### config.mk
export PLATFORM = sky130hd
export DESIGN_NAME = wb_regfile_flat
export DESIGN_NICKNAME = d
export VERILOG_FILES = /design/src/rtl/wb_regfile_if.sv /design/src/rtl/wb_regfile.sv /design/src/flat_wrapper.sv
export SDC_FILE = /design/constraint.sdc
export NUM_CORES = 2
export LEC_CHECK = 0
export CORE_ASPECT_RATIO = 1.1
export CORE_MARGIN = 3
export CORE_UTILIZATION = 40
export CTS_CLUSTER_DIAMETER = 60
export DETAILED_ROUTE_END_ITERATION = 6
export PLACE_DENSITY = 0.64
export SYNTH_ARGS = -nofsm -noshare
export SYNTH_HDL_FRONTEND = slang
export SYNTH_SLANG_ARGS = --single-unit
### constraint.sdc
create_clock -name clk -period 8.6 [get_ports clk]
set_clock_uncertainty 0.2 [all_clocks]
set_input_delay 1.72 -clock clk [delete_from_list [all_inputs] [get_ports clk]]
set_output_delay 1.72 -clock clk [all_outputs]
set_load 0.01 [all_outputs]
### src/rtl/wb_regfile_if.sv
// Bundles the MEM/WB write-back controls and the two ID-stage read ports of the register file.
// The master side is the pipeline and the slave side is wb_regfile.
interface wb_regfile_if;
  logic        jumpI;
  logic        memToRegI;
  logic        regWriteI;
  logic [31:0] readDataI;
  logic [31:0] aluResultI;
  logic [4:0]  writeRegistrerI;
  logic [31:0] linkAddrI;
  logic [4:0]  readReg1I;
  logic [4:0]  readReg2I;
  logic [31:0] readData1O;
  logic [31:0] readData2O;
  logic [31:0] wbDataO;
  logic [4:0]  wbRegO;
  logic [31:0] writeCountO;

  modport master (
    output jumpI, memToRegI, regWriteI, readDataI, aluResultI,
    output writeRegistrerI, linkAddrI, readReg1I, readReg2I,
    input  readData1O, readData2O, wbDataO, wbRegO, writeCountO
  );

  modport slave (
    input  jumpI, memToRegI, regWriteI, readDataI, aluResultI,
    input  writeRegistrerI, linkAddrI, readReg1I, readReg2I,
    output readData1O, readData2O, wbDataO, wbRegO, writeCountO
  );
endinterface

### src/rtl/wb_regfile.sv
// Write-back mux plus 32x32 architectural register file with write-first read bypass
// and a committed-write counter.
module wb_regfile #(
  parameter int          NREGS    = 32,
  parameter logic [4:0]  LINK_REG = 5'd31
) (
  input logic         clk,
  input logic         rst,
  wb_regfile_if.slave bus
);

  logic [31:0] regFile_r [0:NREGS-1];
  logic [31:0] writeCount_r;
  logic [31:0] wbData_s;
  logic [4:0]  wbReg_s;
  logic        commit_s;
  logic [31:0] readData1_s;
  logic [31:0] readData2_s;

  // Write-back value/destination select and commit qualification.
  always_comb begin
    wbData_s = 32'd0;
    wbReg_s  = 5'd0;
    if (bus.jumpI) begin
      wbData_s = bus.linkAddrI;
      wbReg_s  = LINK_REG;
    end else if (bus.memToRegI) begin
      wbData_s = bus.readDataI;
      wbReg_s  = bus.writeRegistrerI;
    end else begin
      wbData_s = bus.aluResultI;
      wbReg_s  = bus.writeRegistrerI;
    end
    commit_s = bus.regWriteI && (wbReg_s != 5'd0) && !rst;
  end

  // Asynchronous read ports; r0 reads zero and a same-cycle commit wins over stored data.
  always_comb begin
    readData1_s = 32'd0;
    readData2_s = 32'd0;
    if (bus.readReg1I == 5'd0) begin
      readData1_s = 32'd0;
    end else if (commit_s && (wbReg_s == bus.readReg1I)) begin
      readData1_s = wbData_s;
    end else begin
      readData1_s = regFile_r[bus.readReg1I];
    end
    if (bus.readReg2I == 5'd0) begin
      readData2_s = 32'd0;
    end else if (commit_s && (wbReg_s == bus.readReg2I)) begin
      readData2_s = wbData_s;
    end else begin
      readData2_s = regFile_r[bus.readReg2I];
    end
  end

  // Register array and write counter; reset clears everything, including the unused r0 slot.
  always_ff @(posedge clk) begin
    if (rst) begin
      for (int i = 0; i < NREGS; i++) begin
        regFile_r[i] <= 32'd0;
      end
      writeCount_r <= 32'd0;
    end else if (commit_s) begin
      regFile_r[wbReg_s] <= wbData_s;
      writeCount_r       <= writeCount_r + 32'd1;
    end else begin
      writeCount_r <= writeCount_r;
    end
  end

  assign bus.readData1O  = readData1_s;
  assign bus.readData2O  = readData2_s;
  assign bus.wbDataO     = wbData_s;
  assign bus.wbRegO      = wbReg_s;
  assign bus.writeCountO = writeCount_r;

endmodule

### src/flat_wrapper.sv
// flat-port wrapper written by rule: the top's interface ports become plain ports
module wb_regfile_flat 
#(
  parameter int          NREGS    = 32,
  parameter logic [4:0]  LINK_REG = 5'd31
)
  (clk, rst, bus_jumpI, bus_memToRegI, bus_regWriteI, bus_readDataI, bus_aluResultI, bus_writeRegistrerI, bus_linkAddrI, bus_readReg1I, bus_readReg2I, bus_readData1O, bus_readData2O, bus_wbDataO, bus_wbRegO, bus_writeCountO);
  wb_regfile_if bus_i ();
  input logic clk;
  input logic rst;
  input wire logic [$bits(bus_i.jumpI)-1:0] bus_jumpI;
  input wire logic [$bits(bus_i.memToRegI)-1:0] bus_memToRegI;
  input wire logic [$bits(bus_i.regWriteI)-1:0] bus_regWriteI;
  input wire logic [$bits(bus_i.readDataI)-1:0] bus_readDataI;
  input wire logic [$bits(bus_i.aluResultI)-1:0] bus_aluResultI;
  input wire logic [$bits(bus_i.writeRegistrerI)-1:0] bus_writeRegistrerI;
  input wire logic [$bits(bus_i.linkAddrI)-1:0] bus_linkAddrI;
  input wire logic [$bits(bus_i.readReg1I)-1:0] bus_readReg1I;
  input wire logic [$bits(bus_i.readReg2I)-1:0] bus_readReg2I;
  output wire logic [$bits(bus_i.readData1O)-1:0] bus_readData1O;
  output wire logic [$bits(bus_i.readData2O)-1:0] bus_readData2O;
  output wire logic [$bits(bus_i.wbDataO)-1:0] bus_wbDataO;
  output wire logic [$bits(bus_i.wbRegO)-1:0] bus_wbRegO;
  output wire logic [$bits(bus_i.writeCountO)-1:0] bus_writeCountO;
  assign bus_i.jumpI = bus_jumpI;
  assign bus_i.memToRegI = bus_memToRegI;
  assign bus_i.regWriteI = bus_regWriteI;
  assign bus_i.readDataI = bus_readDataI;
  assign bus_i.aluResultI = bus_aluResultI;
  assign bus_i.writeRegistrerI = bus_writeRegistrerI;
  assign bus_i.linkAddrI = bus_linkAddrI;
  assign bus_i.readReg1I = bus_readReg1I;
  assign bus_i.readReg2I = bus_readReg2I;
  assign bus_readData1O = bus_i.readData1O;
  assign bus_readData2O = bus_i.readData2O;
  assign bus_wbDataO = bus_i.wbDataO;
  assign bus_wbRegO = bus_i.wbRegO;
  assign bus_writeCountO = bus_i.writeCountO;
  wb_regfile #(.NREGS(NREGS), .LINK_REG(LINK_REG)) u_core (.clk(clk), .rst(rst), .bus(bus_i));
endmodule
Yosys cells after proc, flatten, opt, wreduce, memory -nomap -nowiden
Memory sizes are Yosys's and may differ from the RTL's.
Index checks and enable logic that the tools add are counted.
W data, S select, Z words.
{"block": "totals", "register_bits": 32, "output_inout_bits": 133, "mem_bits_rw": 1024, "n_memories": 1}
{"block": "classes", "eq_ne": 2, "muxes": 15, "add_sub_neg": 1, "reduce_logical": 9}
{"memory": "u_core.regFile_r", "words": 32, "word_bits": 32, "rd": 2, "rd_ports_with_merged_regs": 0, "wr": 32, "line": "wb_regfile.sv:12", "rtl": "logic [31:0] regFile_r [0:NREGS-1];"}
{"cell": "$mux W32", "count": 7}
{"cell": "$add A32 B1 Y32 const B", "count": 1}
{"cell": "$reduce_or A32 Y1", "count": 1}
{"cell": "$eq A5 B5 Y1", "count": 2}
{"cell": "$logic_not A5 Y1", "count": 2}
{"cell": "$mux W5", "count": 2}
{"cell": "$mux W1", "count": 6}
{"cell": "$reduce_bool A5 Y1", "count": 1}
{"cell": "$logic_and A1 B1 Y1", "count": 4}
{"cell": "$logic_not A1 Y1", "count": 1}

Logic depth before layout (Yosys ltp)
{"block": "depth", "ltp_word": 9, "depth_mapped": 10, "depth_no_buf": 6}

Worst setup path after synthesis
Ideal clock, no wire load.
{"block": "synth_timing", "path_kind": "input to output", "from": "input port bus_writeRegistrerI[0]", "to": "output port bus_readData1O[18]", "n_path_buf": 2, "path_stages": 7, "path_slack_ns": 3.230, "arrival_time_ns": 3.450, "cell_sequence": "buf_2 > or4_4 > o21ai_4 > a211oi_2 > o2bb2ai_2 > buf_2 > o32ai_1"}
{"block": "synth_via", "elab_chain_len": 7, "elab_cells_between_ends": 8}
{"element": "from (decl)", "line": "flat_wrapper.sv:16", "rtl": "input wire logic [$bits(bus_i.writeRegistrerI)-1:0] bus_writeRegistrerI;"}
{"element": "$mux W5 *", "line": "wb_regfile.sv:24", "rtl": "if (bus.jumpI) begin"}
{"element": "$reduce_bool A5 Y1", "line": "wb_regfile.sv:34", "rtl": "commit_s = bus.regWriteI && (wbReg_s != 5'd0) && !rst;"}
{"element": "$logic_and A1 B1 Y1 (2 in a row)", "line": "wb_regfile.sv:34"}
{"element": "$logic_and A1 B1 Y1 *", "line": "wb_regfile.sv:43", "rtl": "end else if (commit_s && (wbReg_s == bus.readReg1I)) begin"}
{"element": "$mux W32 *", "line": "wb_regfile.sv:43"}
{"element": "$mux W32 *", "line": "wb_regfile.sv:41", "rtl": "if (bus.readReg1I == 5'd0) begin"}
{"element": "to (decl)", "line": "flat_wrapper.sv:20", "rtl": "output wire logic [$bits(bus_i.readData1O)-1:0] bus_readData1O;"}
Mark *: on every way between the ends. The rest lies on a longest branch, timed or not.

Worst setup path in the final report
{"block": "layout_timing", "from": "input port bus_readReg1I[4]", "to": "output port bus_readData1O[4]"}
{"block": "layout_via", "elab_chain_len": 4, "elab_cells_between_ends": 6}
{"element": "from (decl)", "line": "flat_wrapper.sv:18", "rtl": "input wire logic [$bits(bus_i.readReg1I)-1:0] bus_readReg1I;"}
{"element": "parallel branches: the longest is 3 deep, another holds $mem_v2 Z32 W32"}
{"element": "$mux W32 *", "line": "wb_regfile.sv:41"}
Every way passes the cells marked *.

==> reports/qor.csv <==
metric;value;unit
yosys synthesis warning count;0;
highest-count cells in the layout ignoring fill and taps;1045 x sky130_fd_sc_hd__nor2_1, 1024 x sky130_fd_sc_hd__edfxtp_1, 354 x sky130_fd_sc_hd__mux4_2;
root cell of the clock tree;sky130_fd_sc_hd__clkbuf_16;
global-route wire length before repair;294.6;mm
crit start category;input pin;
Worst Setup End Kind;output pin;
Clock power frac;36.8;%
antenna violations before repair;4;
number of I/O pins;249;
# setup viols final;0;
number of enable flip-flop cells after synthesis;1024;
worst setup path category;in -> out;
Crit Reg-Reg Endpoint;u_core.bus.writeCountO[28]$_SDFFE_PP0P_;
router iterations before antenna repair;7;
gate count of the mapped netlist;4205;
hold path startpoint;u_core.bus.writeCountO[29]$_SDFFE_PP0P_;
clock input transition at the sequential cells of the worst setup and hold paths;0.06;ns
time the worst path needs with I/O delays and setup;7.784;ns
flip-flop cell with the highest count after synthesis;sky130_fd_sc_hd__edfxtp_1;
Data arrival, critical path;5.86;ns
number of hold violations in the final report;0;
class of the worst hold path;reg -> reg;
Inst Count DP;6015;
drt wl/cell;34.01;um
share of cells above drive strength 1;20.61;%
Post-DRT Antenna Nets;0;
post-route cell area;63080;um2
final non-filler cell total;6217;
post-cts sizing count;0;
transition time of the tightest slew-check pin;1.305;ns
relative slew slack;12.73;%
via density per instance;6.521;
GRT Total Usage;28.82;%
clock network latency to the later pin of the worst-skew pair;0.71;ns
Pleak;21.65;nW
minimum setup slack after placement;1.195;ns
Worst Reg-to-Reg Cells;5;
summed negative setup slack over all endpoints;0;ns
sequential share of the synthesized area;56.74;%
floorplan die width;360.6;um
Final Max Slew Viols;0;
H-tree depth reported by CTS;3;
share of synthesized flip-flops with an asynchronous set or reset;0;%
internal power;9.210;mW
Max Fclk;0.1285;GHz
total half-perimeter wirelength after legalization and detailed placement;138.0;mm
area of the die;142800;um2
Core ar.;136800;um2
CTS tree;yes;
height of the die;396.0;um
post-route fraction of the period consumed by the critical path;90.52;%
setup slack of the most critical reg-to-reg path;6.07;ns
Remaining DRCs;0;
largest net degree at the start of global routing;74;
Final nets;4448;
most common library cell in the layout ignoring fill and taps;sky130_fd_sc_hd__nor2_1;
switching power as a share of total power;26.99;%
quantity of I/O buffers inserted on ports;248;
mean post-synth cell area;13.16;um2
Critical Path RT;6.68;ns
Final Wtd Congestion;1.009;
vias in the first global route;38840;
Max FO, Critical Path;27;
Placement Rows;142;
worst vdd ir;167.8;uV
area of the mapped netlist;55320;um2
switching power summed over all nets;3.405;mW
count of unique library cells instantiated by Yosys;75;
Cell Pwr Density;200.0;nW/um2
Min-Delay Path Depth;2;
max capacitance violation total;0;
routed wire length;211.4;mm
effective utilization at floorplan;40.44;%
Synth Register Bits;1056;
Post CTS Setup Buffer Count;0;
outcome;finished clean;
logic gate share of total power;15.2;%
RR Startpoint;u_core.bus.writeCountO[14]$_SDFFE_PP0P_;
Remaining Overflow, GRT;0;
number of hold-repair buffers added at the cts stage;0;
crit path setup slack, layout;0.8156;ns
area overhead of the layout relative to synthesis;14.03;%
overall via count from detail_route;40540;
1st-iter DRT viols;7228;
clock buffer count from CTS;114;
Post-Place Cell Area;59660;um2
unrepaired setup endpoints after global routing;false;
Worst Hold Endpoint;u_core.bus.writeCountO[29]$_SDFFE_PP0P_;
sequential fraction of design power;48.0;%
sinks on the clock net;1056;
maximum count of clock buffers along a single path;3;
registers in the layout (all words and copies together), names as in the netlist:
name	count
u_core.bus.writeCountO	32
u_core.regFile_r	1024
metal layers:
layer  global-route usage [%]  part of all wire [%]  up-vias
met5                        0                 0.019        -
met4                    16.30                   7.0        6
met3                    8.096                    13      620
met2                    44.32                    45     3276
met1                    36.73                    35    20400
li1                         -                     -    16230
worst max-delay path: stages:
cell and delay (ns):
sky130_fd_sc_hd__buf_2 0.46, sky130_fd_sc_hd__buf_4 0.48, sky130_fd_sc_hd__nor2_1 0.30, sky130_fd_sc_hd__nand2_1 0.68, sky130_fd_sc_hd__o32a_1 0.25, sky130_fd_sc_hd__o211ai_1 0.10
sky130_fd_sc_hd__o32ai_1 1.11, sky130_fd_sc_hd__clkdlybuf4s50_1 0.73
Yosys cell counts, types with 40 or more instances:
| library cell | number | area [um2] |
|---|---|---|
| sky130_fd_sc_hd__a22oi_1 | 40 | 300.3 |
| sky130_fd_sc_hd__buf_2 | 103 | 515.5 |
| sky130_fd_sc_hd__buf_4 | 50 | 375.4 |
| sky130_fd_sc_hd__clkbuf_1 | 260 | 975.9 |
| sky130_fd_sc_hd__edfxtp_1 | 1024 | 30750 |
| sky130_fd_sc_hd__inv_1 | 43 | 161.4 |
| sky130_fd_sc_hd__mux2_2 | 150 | 1689 |
| sky130_fd_sc_hd__mux2i_1 | 227 | 2272 |
| sky130_fd_sc_hd__mux4_2 | 354 | 7973 |
| sky130_fd_sc_hd__nand2_1 | 110 | 412.9 |
| sky130_fd_sc_hd__nand2b_1 | 42 | 262.8 |
| sky130_fd_sc_hd__nor2_1 | 1045 | 3923 |
| sky130_fd_sc_hd__nor3_1 | 40 | 200.2 |
| sky130_fd_sc_hd__o22ai_1 | 207 | 1295 |
through the flow:
| step | total power, mW | hold WS (ns) | util (%) |
|---|---|---|---|
| 5_1_grt | 12.89 | 0.3571 | 46.11 |
| 3_3_place_gp | 7.996 | 0.2899 | 43.61 |
| 4_1_cts | 12.58 | 0.3118 | 46.11 |
| 3_5_place_dp | 8.016 | 0.3021 | 43.61 |
| 2_1_floorplan | 7.147 | 0.3085 | - |
| 6_report | 12.62 | 0.3123 | 46.11 |
how the worst max path moves through the flow:
stage,endpoint,depth (start not counted),start
6_report,bus_readData1O[4],8,bus_readReg1I[4]
5_1_grt,bus_readData1O[12],9,bus_writeRegistrerI[3]
4_1_cts,bus_readData1O[12],9,bus_writeRegistrerI[3]
3_5_place_dp,bus_readData1O[12],9,bus_writeRegistrerI[3]
3_3_place_gp,bus_readData1O[12],9,bus_writeRegistrerI[3]
2_1_floorplan,bus_readData1O[18],7,bus_writeRegistrerI[0]
cell type report:
class,instances,area (um2)
Fill cell,12170,73730
Sequential cell,1056,31390
Multi-Input combinational cell,2687,21910
Timing Repair Buffer,427,3943
Clock buffer,148,3032
Tap cell,1800,2252
Clock inverter,52,379.1
Inverter,45,168.9
Antenna cell,2,5.005
power groups by stage:
stage	Sequential (mW)	Clock, mW	Combinational, mW
2_1_floorplan	6.10	0	1.04
3_3_place_gp	6.13	0	1.87
3_5_place_dp	6.15	0	1.87
4_1_cts	6.04	4.66	1.87
5_1_grt	6.08	4.86	1.95
6_report	6.05	4.65	1.92
logic make-up (layout without fill, tap and decap cells):
group	after synthesis	after routing	share of synthesized area [%]
buf+inv	493	672	4.141
compound gates	494	494	6.446
fa+ha+maj	1	1	0.02261
flops	1056	1056	56.74
xor+xnor	22	22	0.3483
simple gates	1406	1406	10.70
other cells	1	34	0.006779
mux	732	732	21.59
(Power assumes the default switching activity.)
